==> src/rtl/arith_dispatch.sv <==
// arith_dispatch: command FIFO plus start/done issue FSM for the multicycle arithmetic unit.
// Optional ARITH_DIV0_GUARD_EN answers divide-by-zero locally instead of issuing it.
module arith_dispatch #(
    parameter int DEPTH   = 4,
    parameter int TIMEOUT = 64
) (
    input  logic        clk,
    input  logic        rst,
    input  logic        cmd_valid,
    output logic        cmd_ready,
    input  logic [1:0]  cmd_op,
    input  logic [7:0]  cmd_a,
    input  logic [7:0]  cmd_b,
    output logic        alu_start,
    output logic [1:0]  alu_op,
    output logic [7:0]  alu_a,
    output logic [7:0]  alu_b,
    input  logic        alu_done,
    input  logic [15:0] alu_result,
    output logic        rsp_valid,
    input  logic        rsp_ready,
    output logic [15:0] rsp_result,
    output logic [1:0]  rsp_op,
    output logic        rsp_err,
    output logic        busy
);

    localparam int AW = $clog2(DEPTH);
    localparam int CW = $clog2(TIMEOUT);

    localparam logic [1:0] S_IDLE  = 2'd0;
    localparam logic [1:0] S_ISSUE = 2'd1;
    localparam logic [1:0] S_WAIT  = 2'd2;
    localparam logic [1:0] S_RESP  = 2'd3;

    localparam logic [AW-1:0] PTR_ONE  = AW'(1);
    localparam logic [AW:0]   CNT_ONE  = (AW+1)'(1);
    localparam logic [AW:0]   CNT_FULL = (AW+1)'(DEPTH);
    localparam logic [CW-1:0] TO_ONE   = CW'(1);
    localparam logic [CW-1:0] TO_LAST  = CW'(TIMEOUT - 1);

    localparam logic [15:0] ERR_RESULT = 16'hFFFF;

    logic [1:0]    state;
    logic [17:0]   mem [DEPTH];
    logic [AW-1:0] wptr;
    logic [AW-1:0] rptr;
    logic [AW:0]   count;
    logic [CW-1:0] tcnt;

    logic          full;
    logic          empty;
    logic          push;
    logic          pop;
    logic [17:0]   head;
    logic [1:0]    head_op;
    logic [7:0]    head_a;
    logic [7:0]    head_b;
    logic          div0;
    logic          timed_out;

    assign full      = (count == CNT_FULL);
    assign empty     = (count == '0);
    assign cmd_ready = !full;
    assign push      = cmd_valid && !full;
    assign pop       = (state == S_IDLE) && !empty;

    assign head = mem[rptr];
    assign {head_op, head_a, head_b} = head;

`ifdef ARITH_DIV0_GUARD_EN
    assign div0 = (head_op == 2'b11) && (head_b == 8'h00);
`else
    assign div0 = 1'b0;
`endif

    assign timed_out = (tcnt == TO_LAST);

    assign alu_start = (state == S_ISSUE);
    assign rsp_valid = (state == S_RESP);
    assign busy      = (state != S_IDLE) || !empty;

    // Command storage; entries are not cleared, occupancy alone says what is live.
    always_ff @(posedge clk) begin
        if (push) begin
            mem[wptr] <= {cmd_op, cmd_a, cmd_b};
        end
    end

    // Read/write pointers wrap naturally at DEPTH.
    always_ff @(posedge clk) begin
        if (rst) begin
            wptr <= '0;
            rptr <= '0;
        end else begin
            if (push) begin
                wptr <= wptr + PTR_ONE;
            end
            if (pop) begin
                rptr <= rptr + PTR_ONE;
            end
        end
    end

    // Occupancy; a same-cycle push and pop leave it unchanged.
    always_ff @(posedge clk) begin
        if (rst) begin
            count <= '0;
        end else if (push && !pop) begin
            count <= count + CNT_ONE;
        end else if (pop && !push) begin
            count <= count - CNT_ONE;
        end
    end

    // Issue/wait/respond sequencing.
    always_ff @(posedge clk) begin
        if (rst) begin
            state <= S_IDLE;
        end else begin
            unique case (state)
                S_IDLE: begin
                    if (pop) begin
                        state <= div0 ? S_RESP : S_ISSUE;
                    end
                end
                S_ISSUE: begin
                    state <= S_WAIT;
                end
                S_WAIT: begin
                    if (alu_done || timed_out) begin
                        state <= S_RESP;
                    end
                end
                S_RESP: begin
                    if (rsp_ready) begin
                        state <= S_IDLE;
                    end
                end
                default: begin
                    state <= S_IDLE;
                end
            endcase
        end
    end

    // WAIT-cycle counter, cleared while the start pulse is out.
    always_ff @(posedge clk) begin
        if (rst) begin
            tcnt <= '0;
        end else if (state == S_ISSUE) begin
            tcnt <= '0;
        end else if (state == S_WAIT && !alu_done && !timed_out) begin
            tcnt <= tcnt + TO_ONE;
        end
    end

    // Operands to the unit; loaded on pop and held until the next pop.
    always_ff @(posedge clk) begin
        if (rst) begin
            alu_op <= '0;
            alu_a  <= '0;
            alu_b  <= '0;
        end else if (pop) begin
            alu_op <= head_op;
            alu_a  <= head_a;
            alu_b  <= head_b;
        end
    end

    // Response register; written only on entry to RESP so it holds while stalled.
    always_ff @(posedge clk) begin
        if (rst) begin
            rsp_result <= '0;
            rsp_op     <= '0;
            rsp_err    <= 1'b0;
        end else begin
            unique case (state)
                S_IDLE: begin
                    if (pop && div0) begin
                        rsp_result <= ERR_RESULT;
                        rsp_op     <= head_op;
                        rsp_err    <= 1'b1;
                    end
                end
                S_WAIT: begin
                    if (alu_done) begin
                        rsp_result <= alu_result;
                        rsp_op     <= alu_op;
                        rsp_err    <= 1'b0;
                    end else if (timed_out) begin
                        rsp_result <= ERR_RESULT;
                        rsp_op     <= alu_op;
                        rsp_err    <= 1'b1;
                    end
                end
                default: begin
                end
            endcase
        end
    end

endmodule

==> config.mk <==
export PLATFORM = sky130hd
export DESIGN_NAME = arith_dispatch
export DESIGN_NICKNAME = d
export VERILOG_FILES = /design/src/rtl/arith_dispatch.sv
export SDC_FILE = /design/constraint.sdc
export NUM_CORES = 1
export LEC_CHECK = 0
export ABC_AREA = 1
export CAP_MARGIN = 10
export CORE_ASPECT_RATIO = 1.75
export CORE_UTILIZATION = 40
export DETAILED_ROUTE_END_ITERATION = 8
export PLACE_DENSITY_LB_ADDON = 0.15
export SLEW_MARGIN = 5
export SYNTH_ARGS = -nofsm -noshare
export SYNTH_HDL_FRONTEND = slang
export SYNTH_SLANG_ARGS = --single-unit
==> constraint.sdc <==
create_clock -name clk -period 2.4 [get_ports clk]
set_clock_uncertainty 0.05 [all_clocks]
set_input_delay 0.36 -clock clk [delete_from_list [all_inputs] [get_ports clk]]
set_output_delay 0.36 -clock clk [all_outputs]
set_load 0.005 [all_outputs]
**Word-level counts from Yosys, hierarchy flattened**

Memories as Yosys holds them, arrays and structs flattened. A register that Yosys moved wholly into a read port is not among the register bits.
Index checks and enable logic that the tools add are counted.

- Flip-flop bits (word level): 34
- RAM bits: 72
- Memories: 1
- Output and inout bits: 41

- $add $sub $neg: 5
- Reductions and logical operators: 22
- Muxes and demuxes: 14
- Equal/unequal tests: 8

Memories:

| memory | words | width | rd ports | clocked after Yosys merged registers in | write ports | RTL line | text |
|---|---|---|---|---|---|---|---|
| mem | 4 | 18 | 1 | 1 | 1 | 45 | `logic [17:0] mem [DEPTH];` |

Operators by type and width:

| kind | count |
|---|---|
| 2-to-1 mux 16 bit | 2 |
| 2-to-1 mux 2 bit | 5 |
| one-hot mux 2 bit (4 select lines) | 1 |
| adder 6 x 1 -> 6 bit (second input constant) | 1 |
| equality test 6 bit (second input constant) | 1 |
| logical AND 1 bit | 6 |
| logical NOT 1 bit | 6 |
| 2-to-1 mux 3 bit | 2 |
| nonzero test 2 bit | 3 |
| adder 2 x 1 -> 2 bit (second input constant) | 2 |
| equality test 2 bit (second input constant) | 2 |
| 2-to-1 mux 1 bit | 4 |
| != test 2 bit (second input constant) | 2 |
| adder 3 x 1 -> 3 bit (second input constant) | 1 |
| equality test 3 bit (second input constant) | 1 |
| logical NOT 3 bit | 1 |
| AND reduction 3 bit | 1 |
| subtractor 3 x 1 -> 3 bit (second input constant) | 1 |
| equality test 2 x 1 -> 1 bit (second input constant) | 1 |
| logical NOT 2 bit | 1 |
| logical OR 1 bit | 2 |
| != test 2 x 1 -> 1 bit (second input constant) | 1 |
| AND reduction 2 bit | 1 |
| OR reduction 2 bit | 1 |

**Depth between registers and ports, before layout**

Gate-level depths: netlist of run 1.

- Depth in word-level cells: 7
- Depth in mapped cells: 14
- Gate-level depth less buffers: 12

**Worst setup path after synthesis of run 1**

OpenSTA, ideal clock, no wires.

- Path kind: register to register
- From: register state[0]
- To: register count[2]
- Setup time: 0.070 ns
- Stages on the path, launching flop included: 15
- Arrival time: 2.076 ns
- Slack: 0.205 ns
- Period minus slack after synthesis: 2.195 ns
- Path through: dfxtp_1 > inv_1 > ha_1 > a21boi_0 > buf_2 > inv_1 > buf_2 > ha_1 > inv_1 > fa_1 > nor2_1 > nor2_1 > nand2_1 > o21ai_0 > a21oi_1

- Longest elaborated chain between the ends: 5

Ends and longest elaborated chain:

| what | RTL line | text |
|---|---|---|
| from (decl) | 44 | `logic [1:0] state;` |
| from (signal assigned) | 124 | `state <= div0 ? S_RESP : S_ISSUE;` |
| logical NOT 2 bit (*) | 66 | `assign pop = (state == S_IDLE) && !empty;` |
| logical AND 1 bit (*) | 66 |  |
| logical NOT 1 bit | 109 | `end else if (push && !pop) begin` |
| logical AND 1 bit | 109 |  |
| 2-to-1 mux 3 bit / nonzero test 2 bit (equally long branches) | -- |  |
| to (signal assigned) | 110 | `count <= count + CNT_ONE;` |
| to (signal assigned) | 112 | `count <= count - CNT_ONE;` |
| to (decl) | 48 | `logic [AW:0] count;` |

Every way passes the cells marked *; elsewhere a longest branch is shown, timed or not.
A chain may end at the register's enable or synchronous reset.

**Final worst setup path of run 1**

- From: register state[0]
- To: output port busy

- Longest elaborated chain between the ends: 2

Ends and longest elaborated chain:

| what | RTL line | text |
|---|---|---|
| nonzero test 2 bit | 81 | `assign busy = (state != S_IDLE) \|\| !empty;` |
| logical OR 1 bit | 81 |  |
| to (decl) | 25 | `output logic busy` |

No other way between the ends.

==> flow_metrics.tcl, run 1 <==
set metrics [dict create \
    gp_congestion 0.7219 \
    port_buffers 79 \
    cts.clk_slew.worst_paths_ps 60 \
    maxSlewViolCount 0 \
    start_util_pct 40.91 \
    grt_pass1_vias 3545 \
    fin_crit_sh_pct 89.07 \
    cts_root_buffer "clkbuf_16" \
    area_growth_pct 32.23 \
    cp.required_ps 1990 \
    gr-total-overflow 0 \
    cts.sinks 124 \
    yosys.area_share.simple_pct 15.19 \
    status "completed" \
    r2r-end "count[2]" \
    synth_mux_area_share_pct 0 \
    synthCells 489 \
    r2r_start "state[0]" \
    cp_slowest_cell "clkdlybuf4s50_1" \
    final_util_pct 54.10 \
    worstPathCellList "inv_1 -> ha_1 -> nand3_1 -> clkdlybuf4s50_1" \
    postCtsSetupBuffers 0 \
    grt_antenna_before_repair 0 \
    syn_nets 540 \
    reg2reg_slack_ps 330 \
    ys_warn_count 0 \
    instances_no_fill 727 \
    io_pins 80 \
    synthAdderAreaFrac_pct 3.228 \
    crit_arrival_ps 1730 \
    place_ws_ps 326.5 \
    ir_worst_vdd_mv 0.4897 \
    drive_gt1_share_pct 7.797 \
    drtIter0Drc 127 \
    clock_path_buffers 2 \
    cp-start-kind "flip-flop" \
    fmax_mhz 467.8 \
    yosys_register_bits 124 \
    die_area_um2 12670 \
    critical_path_class "reg2out" \
    seq_area_um2 3203 \
    grt_use_total_pct 17.21 \
    power_density_nw_per_um2 1140 \
    cap_violations 0 \
    synth-compound-area-share_pct 11.15 \
    path_depth 4 \
    cp_slowest_stage_delay_ps 510 \
    hold_class "reg2reg" \
    setup_ws_ps 262.2 \
    grt_max_degree 39 \
    cp_max_fo 4 \
    dp.cells 695 \
    rsz0062_at_grt "false" \
    synth_top_family_by_area "simple AND/OR/NAND/NOR gates" \
    drt_pass1_iterations 4 \
    cts_resized 0 \
    seq_area_frac_synth_pct 65.59 \
    core_um2 11940 \
    synthXorXnorAreaFrac_pct 0.5380 \
    crit_family "buffers and inverters" \
    worstMarginPinSlew_ps 543.8 \
    hold_depth 2 \
    clk_latency_ps 410 \
    end_kind "output port" \
    min_period_ps 2138 \
    multiInputGateArea_um2 1470 \
    vias_per_cell 4.911 \
    hold_viol 0 \
    worst_hold_slack_ps 420.2 \
    grt_pass1_wl_mm 16.77 \
    yosys.cell_types.count 21 \
    fill_cells 1073 \
    worstPathBufferInverterCount 2 \
    vias 3570 \
    routed_wl_mm 9.949 \
    cts_made_buffers 17 \
    nNetsFinal 628 \
    dp_hpwl_mm 6.641 \
    cts_tree "yes" \
    max_slew_margin_pct 63.52 \
    min-delay-start "rsp_result[5]" \
    timing.setup.tns_ps 0 \
    n_antenna_cell 0 \
    die_width_um 85.53 \
    cts_hold_buf 0 \
    die_h_um 148.2 \
    synth_area_um2 4883 \
    routedWlPerCell_um 13.69 \
    rr_worst_depth 12 \
    row_count 53 \
    p_leak_nw 2.413 \
    htreeDepth 4 \
    synth_area_per_cell_um2 9.987 \
    layout_common_cells "nor2_1 (155), o21ai_0 (94), clkdlybuf4s50_1 (79)" \
    postRouteAntennaNets 0 \
    finalSetupViolCount 0 \
    drc 0 \
    hold_path_end "rsp_result[5]" \
    final_common_cell "nor2_1" \
]
-- cells in the mapped netlist --
cell,count,share of area [%]
clkbuf_1,11,0.85
nand3_1,8,0.82
o21ai_0,94,9.6
nand2_1,27,2.1
clkinv_1,1,0.077
dfxtp_1,52,21
fa_1,1,0.41
o21ai_1,2,0.20
a21oi_4,1,0.33
xnor2_1,2,0.36
nor2_2,2,0.26
buf_2,9,0.92
nor2_1,155,12
edfxtp_1,72,44
a21boi_0,1,0.15
nand2_2,1,0.13
a21oi_1,8,0.82
buf_6,1,0.23
inv_1,29,2.2
xor2_1,1,0.18
ha_1,11,2.8
-- state kept, by name (all words and copies together) (netlist names) --
| register | count |
|---|---|
| wptr | 2 |
| tcnt | 6 |
| rptr | 2 |
| state | 2 |
| rsp_op | 2 |
| alu_a | 8 |
| rsp_result | 16 |
| alu_b | 8 |
| count | 3 |
| mem | 72 |
| rsp_err | 1 |
| alu_op | 2 |
-- through the flow --
stage	total power [mW]	area (um2)
3_3_place_gp	4.763	5843
5_1_grt	7.848	6457
3_5_place_dp	4.821	5843
4_1_cts	7.469	6457
2_1_floorplan	3.979	4883
6_report	7.364	6457
-- how the worst max path moves through the flow --
stage	startpoint	to	slack [ps]
detailed placement	cmd_valid	count[2]	330
global route	state[0]	count[2]	90
CTS	state[0]	busy	230
finish	state[0]	busy	260
floorplan	state[0]	count[2]	200
global placement	cmd_valid	count[2]	370
-- layout make-up --
class                   instances  area share [%]
well taps                     137           2.655
inverters                      30           1.744
clock buffers                  18           6.646
multi-input cells             314           22.77
clock inverters                14           2.868
repair buffers                 90           13.72
flip-flops and latches        124           49.60
-- worst register-to-register path: cells and delay by family (launching register included) --
kind	cells	cell delay, ps
flip-flops	1	380
AND/OR/NAND/NOR	3	230
adder cells (fa/ha/maj)	3	740
buffers and inverters	3	270
AO/OA/AOI/OAI	3	350
-- logic make-up after synthesis --
logic type / after synthesis
flip-flops: 124
AO/OA/AOI/OAI: 106
adder cells (fa/ha/maj): 12
buffers and inverters: 51
AND/OR/NAND/NOR: 193
XOR/XNOR: 3
-- layer usage --
metal	routed length, um	track usage (%)	up-vias
li1	-	-	1808
met1	4074	18.53	1668
met2	5313	31.36	79
met3	402	4.440	15
met4	159	7.333	0
met5	0	0	-
-- power by group --
group	internal (mW)	switching (mW)
logic	0.841	1.13
clock network	1.66	0.962
registers	2.60	0.177
total	5.10	2.27
(Power assumes the default switching activity.)
==> run 2: changes to the inputs <==
CAP_MARGIN = 20   (was 10)
CORE_UTILIZATION = 45   (was 40)
CTS_BUF_LIST = sky130_fd_sc_hd__clkbuf_8   (was default)
==> flow_metrics.tcl, run 2 (synthesized netlist as in run 1, its figures left out) <==
set metrics [dict create \
    worstPathBufferInverterCount 2 \
    die_width_um 80.75 \
    grt_use_total_pct 19.77 \
    row_count 50 \
    seq_area_um2 3203 \
    vias 3557 \
    cp-start-kind "flip-flop" \
    nNetsFinal 628 \
    area_growth_pct 26.70 \
    core_um2 10640 \
    cts_resized 0 \
    fin_area_um2 6187 \
    grt_pass1_vias 3541 \
    fin_crit_sh_pct 91.32 \
    gp_congestion 0.7608 \
    postCtsSetupBuffers 0 \
    use_met3_pct 5.770 \
    n_antenna_cell 0 \
    power_density_nw_per_um2 1032 \
    fill_cells 937 \
    maxSlewViolCount 0 \
    die_h_um 139.8 \
    drc 0 \
    largest_reg_flops 72 \
    layout_common_cells "nor2_1 (155), o21ai_0 (94), clkdlybuf4s50_1 (79)" \
    vias_per_cell 4.940 \
    dp.cells 688 \
    critical_path_class "reg2out" \
    finalSetupViolCount 0 \
    drt_pass1_iterations 4 \
    placed_area_um2 5822 \
    cts_tree "yes" \
    htreeDepth 4 \
    hold_class "reg2reg" \
    cap_violations 0 \
    worstPathCellList "inv_1 -> ha_1 -> nand3_1 -> clkdlybuf4s50_1" \
    gr-max-usage-layer "met2" \
    top_regs "mem x72, rsp_result x16" \
    min_period_ps 2192 \
    port_buffers 79 \
    grt_pass1_wl_mm 16.59 \
    grt_util_met1_pct 20.70 \
    grt_max_degree 47 \
    drtIter0Drc 151 \
    io_pins 80 \
    cts_made_buffers 17 \
    ir_worst_vdd_mv 0.5109 \
    cts.clk_slew.worst_paths_ps 80 \
    crit_arrival_ps 1780 \
    p_leak_nw 2.292 \
    final_common_cell "nor2_1" \
    max_slew_margin_pct 68.15 \
    regMostFlops "mem" \
    multiInputGateArea_um2 1470 \
    instances_no_fill 720 \
    end_kind "output port" \
    hold_viol 0 \
    postRouteAntennaNets 0 \
    cts.sinks 124 \
    status "completed" \
    clk_latency_ps 430 \
    cp.required_ps 1990 \
    use_met2_pct 35.46 \
    timing.setup.tns_ps 0 \
    die_area_um2 11290 \
    clock_path_buffers 2 \
    start_util_pct 45.92 \
    grt_antenna_before_repair 0 \
    drive_gt1_share_pct 7.966 \
    fmax_mhz 456.3 \
    gr-total-overflow 0 \
    worstMarginPinSlew_ps 476.6 \
    cp_max_fo 4 \
    routedWlPerCell_um 13.69 \
    rsz0062_at_grt "false" \
    dp_hpwl_mm 6.420 \
    routed_wl_mm 9.857 \
    crit_family "buffers and inverters" \
    cts_root_buffer "clkbuf_8" \
    cp_slowest_cell "clkdlybuf4s50_1" \
    cts_hold_buf 0 \
    cp_slowest_stage_delay_ps 520 \
]
[run 2: cell types whose count changed in the layout (fill, tap and decap cells not counted)]
cell	delta
buf_12	-1
buf_4	+1
bufinv_16	-3
clkbuf_1	-1
clkbuf_16	-17
clkbuf_8	+17
clkinv_4	+2
clkinvlp_4	+1
inv_8	+1
[run 2: metal layers]
metal / vias to the layer above / wire, um
li1: 1807 / -
met1: 1653 / 3884
met2: 82 / 5299
met3: 15 / 480
met4: 0 / 193
met5: - / 0
[run 2: cell type report]
| cell class | count | share of cell area (%) |
|---|---|---|
| clock buffers | 17 | 3.782 |
| inverters | 30 | 1.820 |
| well taps | 130 | 2.629 |
| flip-flops and latches | 124 | 51.77 |
| clock inverters | 15 | 2.123 |
| multi-input cells | 314 | 23.76 |
| repair buffers | 90 | 14.12 |
[run 2: report_power, final]
part / total, mW / switching [mW] / internal (mW) / leakage, nW
Combinational: 2.00 / 1.16 / 0.839 / 1.03
Sequential: 2.74 / 0.142 / 2.59 / 1.09
Clock: 1.65 / 0.906 / 0.746 / 0.174
Total: 6.38 / 2.20 / 4.18 / 2.29
[run 2: final timing paths]
path | startpoint | end | slack (ps) | cells after the start
worst min register to register | rsp_result[5] | rsp_result[5] | 420 | 2
worst max register to register | state[0] | count[2] | 330 | 12
worst max-delay path | state[0] | busy | 210 | 4
worst min-delay path | rsp_result[5] | rsp_result[5] | 420 | 2
[run 2: worst register-to-register path, stage by stage, from the launching register on]
cell and delay, ps:
dfxtp_1 390, inv_1 100, ha_1 220, a21boi_1 140, inv_1 80, ha_1 140, inv_1 70, fa_1 380
nor2_1 120, nor2_1 50, nand2_1 70, o21ai_0 70, a21oi_1 130
[run 2: per-stage QoR]
stage	util (%)	hold slack (ps)	setup slack (ps)	total power, mW
2_1_floorplan	-	408.9	204.6	3.979
3_3_place_gp	54.74	399.5	352.5	4.739
3_5_place_dp	54.74	411.7	310.8	4.816
4_1_cts	58.18	429.2	184.4	6.487
5_1_grt	58.18	454.3	56.61	6.901
6_report	58.18	422.1	208.2	6.384
==> run 3: changes to the inputs <==
CTS_BUF_LIST = sky130_fd_sc_hd__clkbuf_16   (was sky130_fd_sc_hd__clkbuf_8)
MAX_ROUTING_LAYER = met4   (was default)
==> flow_metrics.tcl, run 3 (synthesized netlist as in run 1, its figures left out) <==
set metrics [dict create \
    routedWlPerCell_um 13.79 \
    io_pins 80 \
    status "completed" \
    min-delay-start "rsp_result[5]" \
    crit_family "buffers and inverters" \
    rsz0062_at_grt "false" \
    drtIter0Drc 174 \
    cp.required_ps 1990 \
    r2r-end "count[2]" \
    die_h_um 139.8 \
    clk_latency_ps 410 \
    postRouteAntennaNets 0 \
    nNetsFinal 628 \
    ir_worst_vdd_mv 0.5425 \
    rr_worst_depth 12 \
    setup_ws_ps 243.2 \
    worstPathBufferInverterCount 2 \
    layout_common_cells "nor2_1 (155), o21ai_0 (94), clkdlybuf4s50_1 (79)" \
    cp_max_fo 4 \
    area_growth_pct 30.62 \
    cts_tree "yes" \
    max_slew_margin_pct 67.94 \
    cts.sinks 124 \
    grt_max_degree 47 \
    cp_slowest_cell "clkdlybuf4s50_1" \
    grt_pass1_wl_mm 16.84 \
    hold_class "reg2reg" \
    cts_root_buffer "clkbuf_16" \
    dp_hpwl_mm 6.420 \
    crit_arrival_ps 1750 \
    hold_path_end "rsp_result[5]" \
    final_common_cell "nor2_1" \
    postCtsSetupBuffers 0 \
    port_buffers 79 \
    place_ws_ps 310.8 \
    die_area_um2 11290 \
    hold_depth 2 \
    row_count 50 \
    end_kind "output port" \
    drt_pass1_iterations 4 \
    hold_viol 0 \
    clock_path_buffers 2 \
    regMostFlops "mem" \
    finalSetupViolCount 0 \
    cts_hold_buf 0 \
    top_regs "mem x72, rsp_result x16" \
    vias_per_cell 4.969 \
    fin_crit_sh_pct 89.87 \
    cp-start-kind "flip-flop" \
    power_density_nw_per_um2 1111 \
    start_util_pct 45.92 \
    grt_antenna_before_repair 0 \
    core_um2 10640 \
    die_width_um 80.75 \
    vias 3578 \
    p_leak_nw 2.380 \
    cts_made_buffers 17 \
    maxSlewViolCount 0 \
    gp_congestion 0.7708 \
    timing.setup.tns_ps 0 \
    fmax_mhz 463.7 \
    largest_reg_flops 72 \
    cap_violations 0 \
    worstPathCellList "inv_1 -> ha_1 -> nand3_1 -> clkdlybuf4s50_1" \
    power.total_mw 7.084 \
    worstMarginPinSlew_ps 479.9 \
    drive_gt1_share_pct 7.966 \
    cts.clk_slew.worst_paths_ps 60 \
    drc 0 \
    n_antenna_cell 0 \
    r2r_start "state[0]" \
    cts_resized 0 \
    cp_slowest_stage_delay_ps 510 \
    htreeDepth 4 \
    critical_path_class "reg2out" \
    grt_pass1_vias 3598 \
    reg2reg_slack_ps 350 \
    path_depth 4 \
    grt_use_total_pct 20.62 \
    min_period_ps 2157 \
    gr-total-overflow 0 \
    routed_wl_mm 9.927 \
]
## run 3: cell counts in the layout (fill, tap and decap cells not counted)
No cell type changed its count.
## run 3: final cells by class
cell class                 instances  area (um2)
sequential                       124        3203
timing repair buffer              90       873.3
tap                              130       162.7
fill                             906        4257
clock inverter                    15       131.4
clock buffer                      17       425.4
inverter                          30       112.6
multi-input combinational        314        1470
## run 3: how the worst max path moves through the flow
stage / startpoint / to
detailed placement: cmd_valid / count[2]
finish: state[0] / busy
global route: state[0] / count[2]
floorplan: state[0] / count[2]
CTS: state[0] / busy
global placement: cmd_valid / count[2]
## run 3: layer usage
metal | track usage (%) | up-vias | part of all wire, %
li1 | - | 1810 | -
met1 | 21.49 | 1661 | 39
met2 | 35.77 | 93 | 55
met3 | 5.639 | 14 | 5.0
met4 | 8.271 | 0 | 1.7
met5 | - | - | 0
## run 3: worst register-to-register path, cell delays in order (launching register included)
cell      delay, ps
dfxtp_1         380
inv_1           100
ha_1            220
a21boi_1        140
inv_1            80
ha_1            140
inv_1            70
fa_1            380
nor2_1          120
nor2_1           50
nand2_1          70
o21ai_0          70
a21oi_1         130
## run 3: per-stage QoR
step | hold slack, ps | utilization (%) | cells | instance area (um2)
final | 417.0 | 59.98 | 720 | 6379
after global routing | 448.2 | 59.98 | 720 | 6379
after CTS | 424.8 | 59.98 | 720 | 6379
after detailed placement | 411.7 | 54.74 | 688 | 5822
after global placement | 399.5 | 54.74 | 688 | 5822
after floorplan | 408.9 | - | 489 | 4883
## run 3: power by group
| part | internal (mW) | switching (mW) | leakage, nW |
|---|---|---|---|
| clock | 1.35 | 0.996 | 0.261 |
| sequential | 2.60 | 0.142 | 1.09 |
| combinational | 0.839 | 1.16 | 1.03 |
==> variant 1 (flow settings as in run 3) <==
The option `ARITH_DIV0_GUARD_EN` is turned on by a define.
--- a/src/rtl/arith_dispatch.sv
+++ b/src/rtl/arith_dispatch.sv
@@ -1,5 +1,7 @@
 // arith_dispatch: command FIFO plus start/done issue FSM for the multicycle arithmetic unit.
 // Optional ARITH_DIV0_GUARD_EN answers divide-by-zero locally instead of issuing it.
+`define ARITH_DIV0_GUARD_EN
+
 module arith_dispatch #(
     parameter int DEPTH   = 4,
     parameter int TIMEOUT = 64
Behaviour: not the same (Yosys sat finds a counterexample within 4 cycles, from zero or initial values and one cycle with rst high).
==> variant 1 against run 3 <==
Cell area is 3.0% higher; area after synthesis increased by 3.6%; worst hold slack improved by 5.0 ps; power is 3.0% higher; sequential power grew 3%; setup slack better by 27 ps; routed wire length increased by 4.6%; sequential cell count grew 2; critical path type unchanged; largest cell class unchanged; highest routed layer unchanged.
==> variant 1: results (changes against run 3) <==
- Status: finished clean (unchanged)
- Vias in the first global route: 3,560 (was 3,598)
- Placed cell area: 5983 um2 (was 5822 um2)
- Worst Path Arrival: 1720 ps (was 1750 ps)
- Via Count: 3,676 (was 3,578)
- Sequential power: 2.81 mW (was 2.74 mW)
- Count of mapped cells out of synthesis: 520 (was 489)
- Worst Hold Path Cells: 2 (unchanged)
- Worst Hold Launch: rptr[1]$_SDFFE_PP0P_ (was rsp_result[5]$_SDFFE_PP0P_)
- Fraction of registers with async set/reset: 0% (unchanged)
- Routed wire length: 10,380 um (was 9927 um)
- Switch share: 30.97% (was 32.41%)
- Fill cell total of the finished layout: 895 (was 906)
- Leakage power summed over all cells: 2.620 nW (was 2.380 nW)
- Post-Synth Adder-Cell Area: 3.115% (was 3.228%)
- Detailed-placement wirelength estimate: 6616 um (was 6420 um)
- Worst min-delay path category: flop to flop (unchanged)
- Parity-gate share of the synthesized area counting xor and xnor cells: 0% (was 0.5380%)
- Count of routing violations after the opening detailed-route iteration: 125 (was 174)
- Fraction of final layout cells sized beyond drive strength 1: 8.065% (was 7.966%)
- First-pass GRT wire length: 16,570 um (was 16,840 um)
- Buffers from clock root to sink, at most: 2 (unchanged)
- Top post-synthesis cells by area: sky130_fd_sc_hd__edfxtp_1 43%, sky130_fd_sc_hd__dfxtp_1 21%, sky130_fd_sc_hd__nand2_1 7.6% (was sky130_fd_sc_hd__edfxtp_1 44%, sky130_fd_sc_hd__dfxtp_1 21%, sky130_fd_sc_hd__nor2_1 12%)
- Number of placed instances with taps included: 718 (was 688)
- Multi-input gate area in the final layout: 1481 um2 (was 1470 um2)
- Post-layout nets: 658 (was 628)
- Non-filler cells in the finished layout: 750 (was 720)
- GRT Util Overall: 19.93% (was 20.62%)
- Last weighted congestion value of the routability-driven placer: 0.7508 (was 0.7708)
- Sequential area share after synthesis: 64.08% (was 65.59%)
- Worst-case hold path end point: rptr[1]$_SDFFE_PP0P_ (was rsp_result[5]$_SDFFE_PP0P_)
- Max VDD drop: 663.0 uV (was 542.5 uV)
- Clock net power: 2.50 mW (was 2.35 mW)
- Number of nets produced by synthesis: 571 (was 540)
- Worst hold margin: 422.1 ps (was 417.0 ps)
## variant 1: changes by cell type in the layout (fill, tap and decap cells not counted), sizes merged, moves of 2 or more
cell and delta:
nand2 +78, inv +24, a21oi +18, dfxtp +2, o21ai -41, bufinv +2, nand4 +3, nor2 -78
nor3 +3, nand3 +12, xnor2 -2, a31oi +10
## variant 1: area by class of cell
type	count	area share (%)
sequential	126	49.36
tap	130	2.476
multi-input combinational	316	22.55
timing repair buffer	90	13.48
inverter	56	3.199
clock buffer	17	6.475
clock inverter	15	2.457
## variant 1: routing by layer
metal,up-vias,routed length [um],track usage (%)
li1,1891,-,-
met1,1698,4280,20.51
met2,81,5647,35.28
met3,6,363,5.641
met4,0,91,6.648
met5,-,0,-
## variant 1: kinds of logic (layout without fill, tap and decap cells)
kind of cell | after synthesis | count (layout)
buf+inv | 78 | 178
fa+ha+maj | 12 | 12
flops | 126 | 126
simple gates | 212 | 212
compound gates | 92 | 92
==> variant 2 (config.mk and constraints of run 3) <==
Without the edit above. Reset style: asynchronous (`rst`), changed in 6 clocked blocks.
--- a/src/rtl/arith_dispatch.sv
+++ b/src/rtl/arith_dispatch.sv
@@ -88,7 +88,7 @@
     end
 
     // Read/write pointers wrap naturally at DEPTH.
-    always_ff @(posedge clk) begin
+    always_ff @(posedge clk or posedge rst) begin
         if (rst) begin
             wptr <= '0;
             rptr <= '0;
@@ -103,7 +103,7 @@
     end
 
     // Occupancy; a same-cycle push and pop leave it unchanged.
-    always_ff @(posedge clk) begin
+    always_ff @(posedge clk or posedge rst) begin
         if (rst) begin
             count <= '0;
         end else if (push && !pop) begin
@@ -114,7 +114,7 @@
     end
 
     // Issue/wait/respond sequencing.
-    always_ff @(posedge clk) begin
+    always_ff @(posedge clk or posedge rst) begin
         if (rst) begin
             state <= S_IDLE;
         end else begin
@@ -145,7 +145,7 @@
     end
 
     // WAIT-cycle counter, cleared while the start pulse is out.
-    always_ff @(posedge clk) begin
+    always_ff @(posedge clk or posedge rst) begin
         if (rst) begin
             tcnt <= '0;
         end else if (state == S_ISSUE) begin
@@ -156,7 +156,7 @@
     end
 
     // Operands to the unit; loaded on pop and held until the next pop.
-    always_ff @(posedge clk) begin
+    always_ff @(posedge clk or posedge rst) begin
         if (rst) begin
             alu_op <= '0;
             alu_a  <= '0;
@@ -169,7 +169,7 @@
     end
 
     // Response register; written only on entry to RESP so it holds while stalled.
-    always_ff @(posedge clk) begin
+    always_ff @(posedge clk or posedge rst) begin
         if (rst) begin
             rsp_result <= '0;
             rsp_op     <= '0;
Formal check against the unedited RTL: differs if rst is asserted again (counterexample within 4 cycles, from zero or initial values and one cycle with rst high); with rst held inactive, the same outputs for 10 cycles.
==> variant 2 against run 3 <==
Cell area is 4.9% higher; power is 23% higher; non-clock buffer count is 1 higher; register-to-register slack hardly changed; setup slack worse by 7.7 ps; area after synthesis is 5.8% higher; final cell count is 2.4% lower; routed wire length is 1.4% higher; sequential cell count stayed put; first-iteration DRC count is 4.0% lower; critical path type unchanged; largest cell class unchanged.
==> variant 2: results (changes against run 3) <==
- Status: finished clean (unchanged)
- Top post-synthesis cells by area: sky130_fd_sc_hd__edfxtp_1 42%, sky130_fd_sc_hd__dfrtp_1 25%, sky130_fd_sc_hd__nand2_1 6.8% (was sky130_fd_sc_hd__edfxtp_1 44%, sky130_fd_sc_hd__dfxtp_1 21%, sky130_fd_sc_hd__nor2_1 12%)
- Number of cells on the worst reg-to-reg path: 9 (was 12)
- Number of placed instances with taps included: 671 (was 688)
- Met1 Usage GRT: 20.81% (was 21.49%)
- Parity-gate share of the synthesized area counting xor and xnor cells: 0.8477% (was 0.5380%)
- Non-filler cells in the finished layout: 703 (was 720)
- Part of the power in registers: 37.4% (was 38.7%)
- Sequential area share after synthesis: 67.04% (was 65.59%)
- Setup Slack @ Placement: 220.3 ps (was 310.8 ps)
- Routed wire length: 10,060 um (was 9927 um)
- Fill cell total of the finished layout: 910 (was 906)
- Fraction of registers with async set/reset: 41.94% (was 0%)
- Multi-input gate share of the layout cell area: 22.17% (was 23.05%)
- Portion of the layout cell area used by clock cells: 8.636% (was 8.729%)
- Number of flip-flops and latches: 124 (unchanged)
- Met2 wire length: 5489 um (was 5435 um)
- Via-per-instance ratio: 4.947 (was 4.969)
- Share of the synthesized area in compound gates (AO/OA/AOI/OAI): 8.888% (was 11.15%)
- Distinct cell type count of the synthesized netlist: 28 (was 21)
- Leakage power summed over all cells: 2.797 nW (was 2.380 nW)
- Tightest slew margin relative to the limit: 63.24% (was 67.94%)
- Worst min-delay path category: primary input to async pin (was flop to flop)
- Grt met2 use: 33.39% (was 35.77%)
- Pin count of the biggest net entering global routing: 38 (was 47)
- Relative area of non-clock buffer cells in the final design: 13.35% (was 13.69%)
- Clock net power: 2.46 mW (was 2.35 mW)
- Top post-synthesis cells by count: 93 x sky130_fd_sc_hd__nand2_1, 85 x sky130_fd_sc_hd__nor2_1, 72 x sky130_fd_sc_hd__edfxtp_1 (was 155 x sky130_fd_sc_hd__nor2_1, 94 x sky130_fd_sc_hd__o21ai_0, 72 x sky130_fd_sc_hd__edfxtp_1)
- Launch point of the worst reg-to-reg path: state[0]$_DFFE_PP0P_ (was state[0]$_SDFFE_PP0P_)
- Int Pwr: 5.789 mW (was 4.788 mW)
- Final Cell Area: 6694 um2 (was 6379 um2)
- Placed cell area: 6116 um2 (was 5822 um2)
- Fraction of final layout cells sized beyond drive strength 1: 12.78% (was 7.966%)
- Sequential share of cell area: 51.74% (was 50.22%)
==> variant 2: changes by cell type after synthesis, moves of 5 or more <==
cell and change:
sky130_fd_sc_hd__o21ai_0 -36, sky130_fd_sc_hd__a21oi_1 -7, sky130_fd_sc_hd__dfxtp_1 -52, sky130_fd_sc_hd__dfrtp_1 +52
sky130_fd_sc_hd__nand2_1 +66, sky130_fd_sc_hd__clkbuf_1 -5, sky130_fd_sc_hd__o21ai_2 +18, sky130_fd_sc_hd__nor2_1 -70
==> variant 2: worst max path at each step <==
stage                          from              endpoint  slack [ps]
6_report       state[0]$_DFFE_PP0P_                  busy         240
4_1_cts        state[0]$_DFFE_PP0P_                  busy         200
3_5_place_dp              cmd_valid  count[2]$_DFFE_PP0P_         220
5_1_grt        state[0]$_DFFE_PP0P_                  busy         140
2_1_floorplan  state[0]$_DFFE_PP0P_  count[2]$_DFFE_PP0P_         240
3_3_place_gp              cmd_valid  count[2]$_DFFE_PP0P_         280
